**config.mk**
```make
export PLATFORM = sky130hd
export DESIGN_NAME = fmap_writeback_flat
export DESIGN_NICKNAME = d
export VERILOG_FILES = /design/src/rtl/cnn_pkg.sv /design/src/rtl/fmap_writeback_if.sv /design/src/rtl/wb_fifo.sv /design/src/rtl/fmap_writeback.sv /design/src/flat_wrapper.sv
export SDC_FILE = /design/constraint.sdc
export NUM_CORES = 1
export LEC_CHECK = 0
export CORE_MARGIN = 5
export CORE_UTILIZATION = 58
export DETAILED_ROUTE_END_ITERATION = 10
export PLACE_DENSITY = 0.83
export SLEW_MARGIN = 15
export SYNTH_ARGS = -nofsm -noshare
export SYNTH_HDL_FRONTEND = slang
export SYNTH_SLANG_ARGS = --single-unit
export TNS_END_PERCENT = 10
```
**constraint.sdc**
```tcl
create_clock -name clk -period 3.65 [get_ports clk]
set_input_delay 0.73 -clock clk [delete_from_list [all_inputs] [get_ports clk]]
set_output_delay 0.73 -clock clk [all_outputs]
set_load 0.02 [all_outputs]
```
**src/rtl/cnn_pkg.sv**
```systemverilog
// Shared CNN datapath constants and the feature-map writeback state type.
package cnn_pkg;
  localparam int          CNN_DATA_W  = 16;
  localparam logic [15:0] ACT_SAT_MAX = 16'd6144;

  typedef enum logic [1:0] {WB_IDLE, WB_RUN, WB_DRAIN, WB_DONE} wb_state_t;
endpackage

```
**src/rtl/fmap_writeback_if.sv**
```systemverilog
// Activation-sample input and memory write port of the feature-map writeback.
interface fmap_writeback_if #(
  parameter int DATA_W = 16,
  parameter int ADDR_W = 10
);
  logic [DATA_W-1:0] in_data;
  logic              in_valid;
  logic              stall;
  logic              mem_wr_en;
  logic [ADDR_W-1:0] mem_addr;
  logic [DATA_W-1:0] mem_wr_data;
  logic              mem_ready;

  modport master (output in_data, in_valid, mem_ready,
                  input  stall, mem_wr_en, mem_addr, mem_wr_data);
  modport slave  (input  in_data, in_valid, mem_ready,
                  output stall, mem_wr_en, mem_addr, mem_wr_data);
endinterface

```
**src/rtl/wb_fifo.sv**
```systemverilog
// Synchronous FIFO with registered occupancy count and synchronous flush.
module wb_fifo #(
  parameter  int DEPTH = 8,
  parameter  int WIDTH = 16,
  localparam int AW    = $clog2(DEPTH)
) (
  input  logic             clk,
  input  logic             n_reset,
  input  logic             flush,
  input  logic             push,
  input  logic             pop,
  input  logic [WIDTH-1:0] din,
  output logic [WIDTH-1:0] dout,
  output logic             full,
  output logic             empty,
  output logic [AW:0]      count
);
  localparam logic [AW-1:0] PTR_ONE = 1;

  logic [WIDTH-1:0] mem [DEPTH];
  logic [AW-1:0]    wr_ptr, rd_ptr;
  logic             do_push, do_pop;

  assign full    = (count == (AW+1)'(DEPTH));
  assign empty   = (count == '0);
  assign do_push = push && !full;
  assign do_pop  = pop && !empty;
  assign dout    = mem[rd_ptr];

  always_ff @(posedge clk or negedge n_reset) begin
    if (!n_reset) begin
      wr_ptr <= '0;
      rd_ptr <= '0;
      count  <= '0;
    end else if (flush) begin
      wr_ptr <= '0;
      rd_ptr <= '0;
      count  <= '0;
    end else begin
      if (do_push) wr_ptr <= wr_ptr + PTR_ONE;
      if (do_pop)  rd_ptr <= rd_ptr + PTR_ONE;
      count <= count + {{AW{1'b0}}, do_push} - {{AW{1'b0}}, do_pop};
    end
  end

  always_ff @(posedge clk) begin
    if (do_push && !flush) mem[wr_ptr] <= din;
  end
endmodule

```
**src/rtl/fmap_writeback.sv**
```systemverilog
// Buffers flagged activation samples and writes one feature map linearly to memory.
// Optional FMAP_WB_RANGE_CHECK_EN flags accepted samples outside [0, SAT_MAX].
module fmap_writeback import cnn_pkg::*; #(
  parameter int DATA_W     = CNN_DATA_W,
  parameter int FMAP_W     = 28,
  parameter int FMAP_H     = 28,
  parameter int FIFO_DEPTH = 8,
  parameter int ADDR_W     = 10,
  parameter int SAT_MAX    = ACT_SAT_MAX
) (
  input  logic                clk,
  input  logic                n_reset,
  input  logic                start,
  input  logic [ADDR_W-1:0]   base_addr,
  fmap_writeback_if.slave     bus,
  output logic                done,
  output logic                overflow,
  output logic                range_err
);
  localparam int TOTAL = FMAP_W * FMAP_H;
  localparam int CW    = $clog2(TOTAL + 1);
  localparam int FCW   = $clog2(FIFO_DEPTH) + 1;
  localparam logic [CW-1:0]  TOTAL_C = CW'(TOTAL);
  localparam logic [CW-1:0]  LAST_C  = CW'(TOTAL - 1);
  localparam logic [CW-1:0]  ONE_C   = CW'(1);
  localparam logic [FCW-1:0] STALL_C = FCW'(FIFO_DEPTH - 2);

  wb_state_t         state, nstate;
  logic [CW-1:0]     push_cnt, wr_cnt;
  logic [ADDR_W-1:0] base_q;
  logic              flush, push_try, push, pop, full, empty;
  logic [FCW-1:0]    count;
  logic [DATA_W-1:0] head;

  assign flush    = !start;
  assign push_try = bus.in_valid && start && (state == WB_RUN) && (push_cnt < TOTAL_C);
  assign push     = push_try && !full;

  assign bus.mem_wr_en   = !empty && (state == WB_RUN || state == WB_DRAIN);
  assign pop             = bus.mem_wr_en && bus.mem_ready;
  assign bus.mem_addr    = base_q + ADDR_W'(wr_cnt);
  // Gate the head so an empty FIFO never exposes stale storage on the bus.
  assign bus.mem_wr_data = empty ? '0 : head;
  assign bus.stall       = (count >= STALL_C);
  assign done            = (state == WB_DONE);

  wb_fifo #(.DEPTH(FIFO_DEPTH), .WIDTH(DATA_W)) u_fifo (
    .clk     (clk),
    .n_reset (n_reset),
    .flush   (flush),
    .push    (push),
    .pop     (pop),
    .din     (bus.in_data),
    .dout    (head),
    .full    (full),
    .empty   (empty),
    .count   (count)
  );

  always_comb begin
    nstate = state;
    if (!start) nstate = WB_IDLE;
    else begin
      case (state)
        WB_IDLE:  nstate = WB_RUN;
        WB_RUN:   if (push && push_cnt == LAST_C) nstate = WB_DRAIN;
        WB_DRAIN: if (pop && wr_cnt == LAST_C)    nstate = WB_DONE;
        default:  nstate = state;
      endcase
    end
  end

  always_ff @(posedge clk or negedge n_reset) begin
    if (!n_reset) begin
      state    <= WB_IDLE;
      push_cnt <= '0;
      wr_cnt   <= '0;
      base_q   <= '0;
      overflow <= 1'b0;
    end else begin
      state <= nstate;
      if (!start) begin
        push_cnt <= '0;
        wr_cnt   <= '0;
        overflow <= 1'b0;
      end else if (state == WB_IDLE) begin
        base_q   <= base_addr;
        push_cnt <= '0;
        wr_cnt   <= '0;
      end else begin
        if (push) push_cnt <= push_cnt + ONE_C;
        if (pop)  wr_cnt   <= wr_cnt + ONE_C;
        // Full blocks the push even when the head is popping this cycle.
        if (push_try && full) overflow <= 1'b1;
      end
    end
  end

`ifdef FMAP_WB_RANGE_CHECK_EN
  localparam logic signed [DATA_W-1:0] SAT_C = DATA_W'(SAT_MAX);
  logic signed [DATA_W-1:0] sdata;
  assign sdata = $signed(bus.in_data);

  always_ff @(posedge clk or negedge n_reset) begin
    if (!n_reset)                                      range_err <= 1'b0;
    else if (!start)                                   range_err <= 1'b0;
    else if (push && (sdata[DATA_W-1] || sdata > SAT_C)) range_err <= 1'b1;
  end
`else
  assign range_err = 1'b0;
`endif
endmodule

```
**src/flat_wrapper.sv**
```systemverilog
// flat-port wrapper written by rule: the top's interface ports become plain ports
module fmap_writeback_flat import cnn_pkg::*;
#(
  parameter int DATA_W     = CNN_DATA_W,
  parameter int FMAP_W     = 28,
  parameter int FMAP_H     = 28,
  parameter int FIFO_DEPTH = 8,
  parameter int ADDR_W     = 10,
  parameter int SAT_MAX    = ACT_SAT_MAX
)
  (clk, n_reset, start, base_addr, done, overflow, range_err, bus_in_data, bus_in_valid, bus_mem_ready, bus_stall, bus_mem_wr_en, bus_mem_addr, bus_mem_wr_data);
  fmap_writeback_if #(.DATA_W(DATA_W), .ADDR_W(ADDR_W)) bus_i ();
  input  logic clk;
  input  logic n_reset;
  input  logic start;
  input  logic [ADDR_W-1:0] base_addr;
  output logic done;
  output logic overflow;
  output logic range_err;
  input wire logic [$bits(bus_i.in_data)-1:0] bus_in_data;
  input wire logic [$bits(bus_i.in_valid)-1:0] bus_in_valid;
  input wire logic [$bits(bus_i.mem_ready)-1:0] bus_mem_ready;
  output wire logic [$bits(bus_i.stall)-1:0] bus_stall;
  output wire logic [$bits(bus_i.mem_wr_en)-1:0] bus_mem_wr_en;
  output wire logic [$bits(bus_i.mem_addr)-1:0] bus_mem_addr;
  output wire logic [$bits(bus_i.mem_wr_data)-1:0] bus_mem_wr_data;
  assign bus_i.in_data = bus_in_data;
  assign bus_i.in_valid = bus_in_valid;
  assign bus_i.mem_ready = bus_mem_ready;
  assign bus_stall = bus_i.stall;
  assign bus_mem_wr_en = bus_i.mem_wr_en;
  assign bus_mem_addr = bus_i.mem_addr;
  assign bus_mem_wr_data = bus_i.mem_wr_data;
  fmap_writeback #(.DATA_W(DATA_W), .FMAP_W(FMAP_W), .FMAP_H(FMAP_H), .FIFO_DEPTH(FIFO_DEPTH), .ADDR_W(ADDR_W), .SAT_MAX(SAT_MAX)) u_core (.clk(clk), .n_reset(n_reset), .start(start), .base_addr(base_addr), .bus(bus_i), .done(done), .overflow(overflow), .range_err(range_err));
endmodule
```
==> metrics.md, run 1 <==
| Metric | Value |
|---|---|
| Detailed Route WL | 15.1 mm |
| Synthesized flop and latch total | 171 |
| P_leak | 3.25 nW |
| Final setup viols | 0 |
| H-tree levels | 4 |
| WS Path Type | reg2out |
| Vias per std cell | 5.93 |
| Fin Setup TNS | 0 ns |
| Port bufs | 60 |
| Post-synthesis sequential area ratio | 65.6% |
| Die area | 15300 sq um |
| Initial DRT Pass Iterations | 5 |
| Worst skew pair latency | 0.42 ns |
| Vias | 4370 |
| Most common cell after layout, fill and taps aside | edfxtp_1 |
| Slew Limit Fails | 0 |
| Core Footprint | 12700 sq um |
| Max Freq | 0.287 GHz |
| Initial antenna violation count | 0 |
| Mean routed wirelength per cell | 20.4 um |
| Layout cells sized above 1 | 18.2% |
| Max transition margin | 34.8% |
| Final Util | 71.1% |
| GRT Resource Usage Total | 21.5% |
| Max FO, Critical Path | 5 |
| Ys Warns | 0 |
| Commonest non-fill, non-tap cells in the layout | edfxtp_1, clkdlybuf4s50_1, nor2_1, dfrtp_1, mux4_2 |
| FF-to-FF path depth | 11 |
| Req. time, crit path | 2.92 ns |
| HPWL after DPL | 9.22 mm |
| CTS buffer count | 17 |
| Maximum vdd drop | 416 uV |
| Internal | 4.05 mW |
| Number of synthesized flops with an enable pin | 128 |
| Final Skew | 0.0115 ns |
| Type of the tightest min-delay check | in2async |
| Vias in the first global route | 4528 |
| Hold_buf cts | 0 |
| Count of different cell masters after synthesis | 45 |
| Iteration-0 DRC Markers | 392 |
| Antenna diode count | 0 |
| Synth-to-Final Area Change | 20.2% |
| Max-Cap Viols | 0 |
| Status | complete, no violations |
| Starting Density | 59.2% |
| Net Switching | 1.77 mW |
| Grt total ovfl | 0 |
| CTS sink count | 171 |
| Root Driver | clkbuf_16 |
| PwrDens | 645 nW/um^2 |
| Syn_area_per_cell | 15.8 sq um |
| RePlAce Congestion | 0.838 |
| First-pass GRT wire length | 24.4 mm |
| Post-detailed-route DRC marker count | 0 |
| Worst Tran Pin Value | 0.977 ns |
| Clk buf depth | 2 |
| Minimum clock period | 3.48 ns |
| Top FF cell, synth | edfxtp_1 |
| Die width | 124 um |
| Nets | 611 |
| CTS tree | yes |
| Fin crit share | 95.3% |
| Endpoint class of the critical path | output pin |
| Clock slew at reported path FFs | 0.06 ns |
| Syn nets | 533 |
| RSZ-0062 raised after global routing | no |
| IO Pins | 62 |
| CP Data Arrival Time | 2.75 ns |
| Reg power frac | 39.4% |
| Gate Count Post-Synth | 475 |
| Clock power frac | 30.7% |
| Row count | 41 |
| ANT nets after route | 0 |
| Hold Vio Cnt, Final | 0 |
| Mapped Area | 7500 sq um |
| Crit start category | register |
| Sw Share | 30.4% |
| Ys async rst share | 25.1% |
| Combinational cell fraction of total power | 29.9% |
| Die Height | 124 um |
| Fillers | 767 |
| Largest net degree at the start of global routing | 44 |
-- power groups by stage --
stage          clock network, mW  registers [mW]  logic, mW
2_1_floorplan                  0            2.30       1.10
3_3_place_gp                   0            2.32       1.70
3_5_place_dp                   0            2.33       1.75
4_1_cts                     1.80            2.29       1.77
5_1_grt                     1.90            2.30       1.90
6_report                    1.78            2.29       1.74
-- area by class of cell --
| cell class | instances | area (sq um) | area share (%) |
|---|---|---|---|
| multi-input cells | 269 | 2480 | 27.5 |
| repair buffers | 79 | 754 | 8.37 |
| well taps | 172 | 215 | 2.39 |
| clock inverters | 14 | 160 | 1.78 |
| flip-flops and latches | 171 | 4920 | 54.6 |
| clock buffers | 17 | 425 | 4.72 |
| inverters | 15 | 56.3 | 0.625 |
-- Yosys cell counts, drive strengths merged, types with 2 or more instances --
master	number	area [sq um]
a211oi	3	35.0
a21o	3	22.5
a21oi	10	50.1
a41oi	2	17.5
and2	6	37.5
and3	7	43.8
and4	2	17.5
buf	8	40.0
clkbuf	12	45.0
dfrtp	43	1080
edfxtp	128	3840
fa	2	40.0
ha	25	313
inv	15	56.3
mux2	10	113
mux2i	18	180
mux4	32	721
nand2	24	90.1
nand2b	3	18.8
nand3	4	20.0
nand4	3	18.8
nor2	42	158
nor2b	6	37.5
nor3	6	30.0
nor3b	7	52.6
o2111ai	2	17.5
o21ai	10	50.1
xnor2	9	78.8
xor2	20	175
-- state kept, by name, indices dropped and copies added (netlist names) --
signal	cells
u_core.state	2
u_core.u_fifo.wr_ptr	3
u_core.base_q	10
u_core.u_fifo.rd_ptr	3
u_core.push_cnt	10
u_core.u_fifo.count	4
u_core.overflow	1
u_core.wr_cnt	10
u_core.u_fifo.mem	128
-- cell families after synthesis --
family / synth area share (%)
flops: 65.6
simple gates: 7.39
mux: 13.5
compound gates: 3.44
buf+inv: 1.89
xor+xnor: 3.39
fa+ha+maj: 4.71
other cells: 0.0500
-- worst max-delay path, cell delays in order (launching register included) --
cell	delay [ns]
dfrtp_1	0.43
ha_1	0.31
a211oi_1	0.28
o21bai_1	0.16
a21oi_1	0.26
nor2_1	0.08
a211oi_1	0.18
clkdlybuf4s50_1	0.64
-- layer usage --
layer	GRT usage [%]	vias to the layer above	part of all wire, %
met4	7.34	0	1.6
met5	0	-	0
li1	-	1943	-
met2	35.3	127	52
met3	4.31	19	5.6
met1	29.1	2281	41
-- metrics by stage --
step / setup slack, ns / hold slack (ns) / instance area, sq um / instances / total power [mW]
finish: 0.171 / 0.468 / 9010 / 737 / 5.82
CTS: 0.0302 / 0.492 / 9000 / 737 / 5.86
floorplan: 0.108 / 0.434 / 7500 / 475 / 3.40
detailed placement: 0.484 / 0.502 / 8410 / 706 / 4.08
global placement: 0.552 / 0.482 / 8410 / 706 / 4.02
global route: 0.0519 / 0.527 / 9010 / 737 / 6.10
-- path summary, 6_finish.rpt --
path                       slack, ns                 endpoint                   start
min in group clk                0.52       u_core.push_cnt[9]      u_core.push_cnt[9]
hold / removal                  0.47   u_core.u_fifo.count[0]                 n_reset
hold reg to reg                 0.52       u_core.push_cnt[9]      u_core.push_cnt[9]
setup / recovery                0.17          bus_mem_addr[9]        u_core.wr_cnt[1]
max in group asynchronous       2.51  u_core.u_fifo.rd_ptr[0]                 n_reset
setup reg to reg                1.01   u_core.u_fifo.count[2]  u_core.u_fifo.count[2]
-- timing repair --
item / CTS / global route
setup buffers: 0 / 0
setup endpoints to repair: 1 / 2
resized for setup: 2 / 3
Note: power is estimated with default switching activity, not from simulation.
==> inputs of run 2 (changes only) <==
--- a/config.mk
+++ b/config.mk
@@ -6,9 +6,10 @@
 export NUM_CORES = 1
 export LEC_CHECK = 0
 export CORE_MARGIN = 5
-export CORE_UTILIZATION = 58
+export CORE_UTILIZATION = 61
 export DETAILED_ROUTE_END_ITERATION = 10
-export PLACE_DENSITY = 0.83
+export DONT_BUFFER_PORTS = 1
+export PLACE_DENSITY = 0.8
 export SLEW_MARGIN = 15
 export SYNTH_ARGS = -nofsm -noshare
 export SYNTH_HDL_FRONTEND = slang
==> metrics.md, run 2 (synthesized netlist as in run 1, its figures left out) <==
| Metric | Value |
|---|---|
| First-pass GRT wire length | 22.9 mm (-5.9%) |
| Max FO, Critical Path | 4 (-1) |
| CTS tree | yes |
| Met3 Routed Length | 1.10 mm (+30%) |
| Post-detailed-route DRC marker count | 0 (unchanged) |
| Layout cells sized above 1 | 19.3% (+1.1 points) |
| Max transition margin | 49.1% (+14 points) |
| CP Data Arrival Time | 2.48 ns (-0.27 ns) |
| Req. time, crit path | 2.92 ns (about the same) |
| Slew Limit Fails | 0 (unchanged) |
| Mean routed wirelength per cell | 21.9 um (+7.1%) |
| Die width | 121 um (-2.3%) |
| Vias in the first global route | 4205 (-7.1%) |
| Minimum clock period | 3.21 ns (-0.264 ns) |
| Largest register by flop count | u_core.u_fifo.mem |
| RSZ-0062 raised after global routing | no |
| Clk buf depth | 2 (unchanged) |
| Die area | 14600 sq um (-4.5%) |
| Type of the tightest min-delay check | in2async |
| Pre-CTS WS | 0.834 ns (+0.350 ns) |
| Worst skew pair latency | 0.42 ns (about the same) |
| Root Driver | clkbuf_16 |
| Iteration-0 DRC Markers | 267 (-32%) |
| Port bufs | 0 (-100%) |
| Clock slew at reported path FFs | 0.06 ns (about the same) |
| WS Path Type | reg2out |
| # placed instances | 616 (-13%) |
| Vias | 3974 (-9.1%) |
| Nets | 547 (-10%) |
| Grt total ovfl | 0 (unchanged) |
| CTS sink count | 171 (unchanged) |
| Hold Vio Cnt, Final | 0 (unchanged) |
| Crit start category | register |
| Critical path origin | u_core.wr_cnt[0] |
| Post-Layout Cell Count | 649 (-12%) |
| Antenna diode count | 0 (unchanged) |
| Commonest non-fill, non-tap cells in the layout | edfxtp_1, nor2_1, dfrtp_1 |
| Endpoint class of the critical path | output pin |
| RePlAce Congestion | 0.790 (-5.7%) |
| CTS buffer count | 17 (unchanged) |
| Met2 wire len | 7.20 mm (-7.4%) |
| GRT Resource Usage Total | 20.9% (-0.59 points) |
| Largest net degree at the start of global routing | 44 (unchanged) |
| Die Height | 121 um (-2.3%) |
| Max reg flops | 128 (unchanged) |
| Final setup viols | 0 (unchanged) |
| Final Util | 69.8% (-1.3 points) |
| Row count | 40 (-2.4%) |
| Final Skew | 0.0113 ns (-0.000116 ns) |
| Metal-1 WL | 5.69 mm (-8.3%) |
| Starting Density | 62.4% (+3.2 points) |
| Fin Setup TNS | 0 ns (unchanged) |
| Fin crit share | 88.1% (-7.2 points) |
| Max-Cap Viols | 0 (unchanged) |
| Initial DRT Pass Iterations | 5 (unchanged) |
| ANT nets after route | 0 (unchanged) |
| Max Freq | 0.311 GHz (+8.2%) |
| PwrDens | 656 nW/um^2 (+1.6%) |
| H-tree levels | 4 (unchanged) |
| Worst Tran Pin Value | 0.762 ns (-0.215 ns) |
| Core Footprint | 12000 sq um (-5.2%) |
| P_leak | 2.99 nW (-8.0%) |
| HPWL after DPL | 8.40 mm (-8.9%) |
| Maximum vdd drop | 412 uV (-1.1%) |
| Fillers | 713 (-7.0%) |
| Reg2reg start | u_core.push_cnt[6] |
| Synth-to-Final Area Change | 11.8% |
| Post-CTS Resized | 0 (-2) |
| Tot Pwr | 5.50 mW (-5.5%) |
| Vias per std cell | 6.12 (+3.3%) |
| Final setup margin | 0.435 ns (+0.264 ns) |
| Most common cell after layout, fill and taps aside | edfxtp_1 |
| Initial antenna violation count | 0 (unchanged) |
| IO Pins | 62 (unchanged) |
| Detailed Route WL | 14.2 mm (-5.7%) |
| Status | complete, no violations |
| DR top layer | met4 |
[run 2: cell count changes in the layout (fill, tap and decap cells not counted), sizes merged, moves of 2 or more]
| cell | change |
|---|---|
| clkbuf | +2 |
| dlymetal6s2s | -2 |
| buf | -5 |
| clkdlybuf4s50 | -56 |
| clkinv | -3 |
[run 2: metal layers]
metal / GRT usage (%) / vias up
met2: 33.3 / 146
li1: - / 1814
met4: 6.87 / 0
met3: 6.90 / 14
met5: 0 / -
met1: 27.5 / 2000
[run 2: path summary, 6_finish.rpt]
path / endpoint / slack [ns] / cells past startpoint
hold reg to reg: u_core.push_cnt[9] / 0.51 / 2
hold / removal: u_core.push_cnt[9] / 0.16 / 1
min in group clk: u_core.u_fifo.mem[1][6] / 0.40 / 0
setup / recovery: bus_mem_addr[8] / 0.44 / 8
max in group asynchronous: u_core.u_fifo.rd_ptr[0] / 3.29 / 1
setup reg to reg: u_core.u_fifo.count[2] / 0.81 / 10
[run 2: worst max-delay path, cell delays in order, from the launching register on]
cell     delay (ns)
dfrtp_1        0.40
ha_1           0.21
inv_1          0.06
fa_1           0.40
nor2b_1        0.13
o21ai_0        0.10
a21oi_1        0.22
o41ai_1        0.11
xnor2_1        0.43
[run 2: what timing repair did]
action	4_1_cts	5_1_grt
buffers inserted	0	0
hold buffers	1	0
endpoints found under the hold margin	43	0
[run 2: layout make-up]
cell class	count	area, sq um	share of cell area, %
Timing Repair Buffer	15	138	1.64
Tap cell	147	184	2.19
Inverter	15	56.3	0.672
Sequential cell	171	4920	58.7
Clock inverter	13	180	2.15
Clock buffer	19	433	5.16
Multi-Input combinational cell	269	2470	29.5
[run 2: stage by stage]
stage	hold slack, ns	area [sq um]
CTS	0.156	8380
detailed placement	0.436	7750
finish	0.155	8380
global placement	0.436	7750
floorplan	0.434	7500
global route	0.172	8380
[run 2: where the power goes]
| group | leakage, nW | switching (mW) | internal (mW) |
|---|---|---|---|
| combinational | 0.970 | 0.851 | 0.503 |
| clock | 0.294 | 0.756 | 1.10 |
| sequential | 1.72 | 0.0796 | 2.21 |
| total | 2.99 | 1.69 | 3.81 |
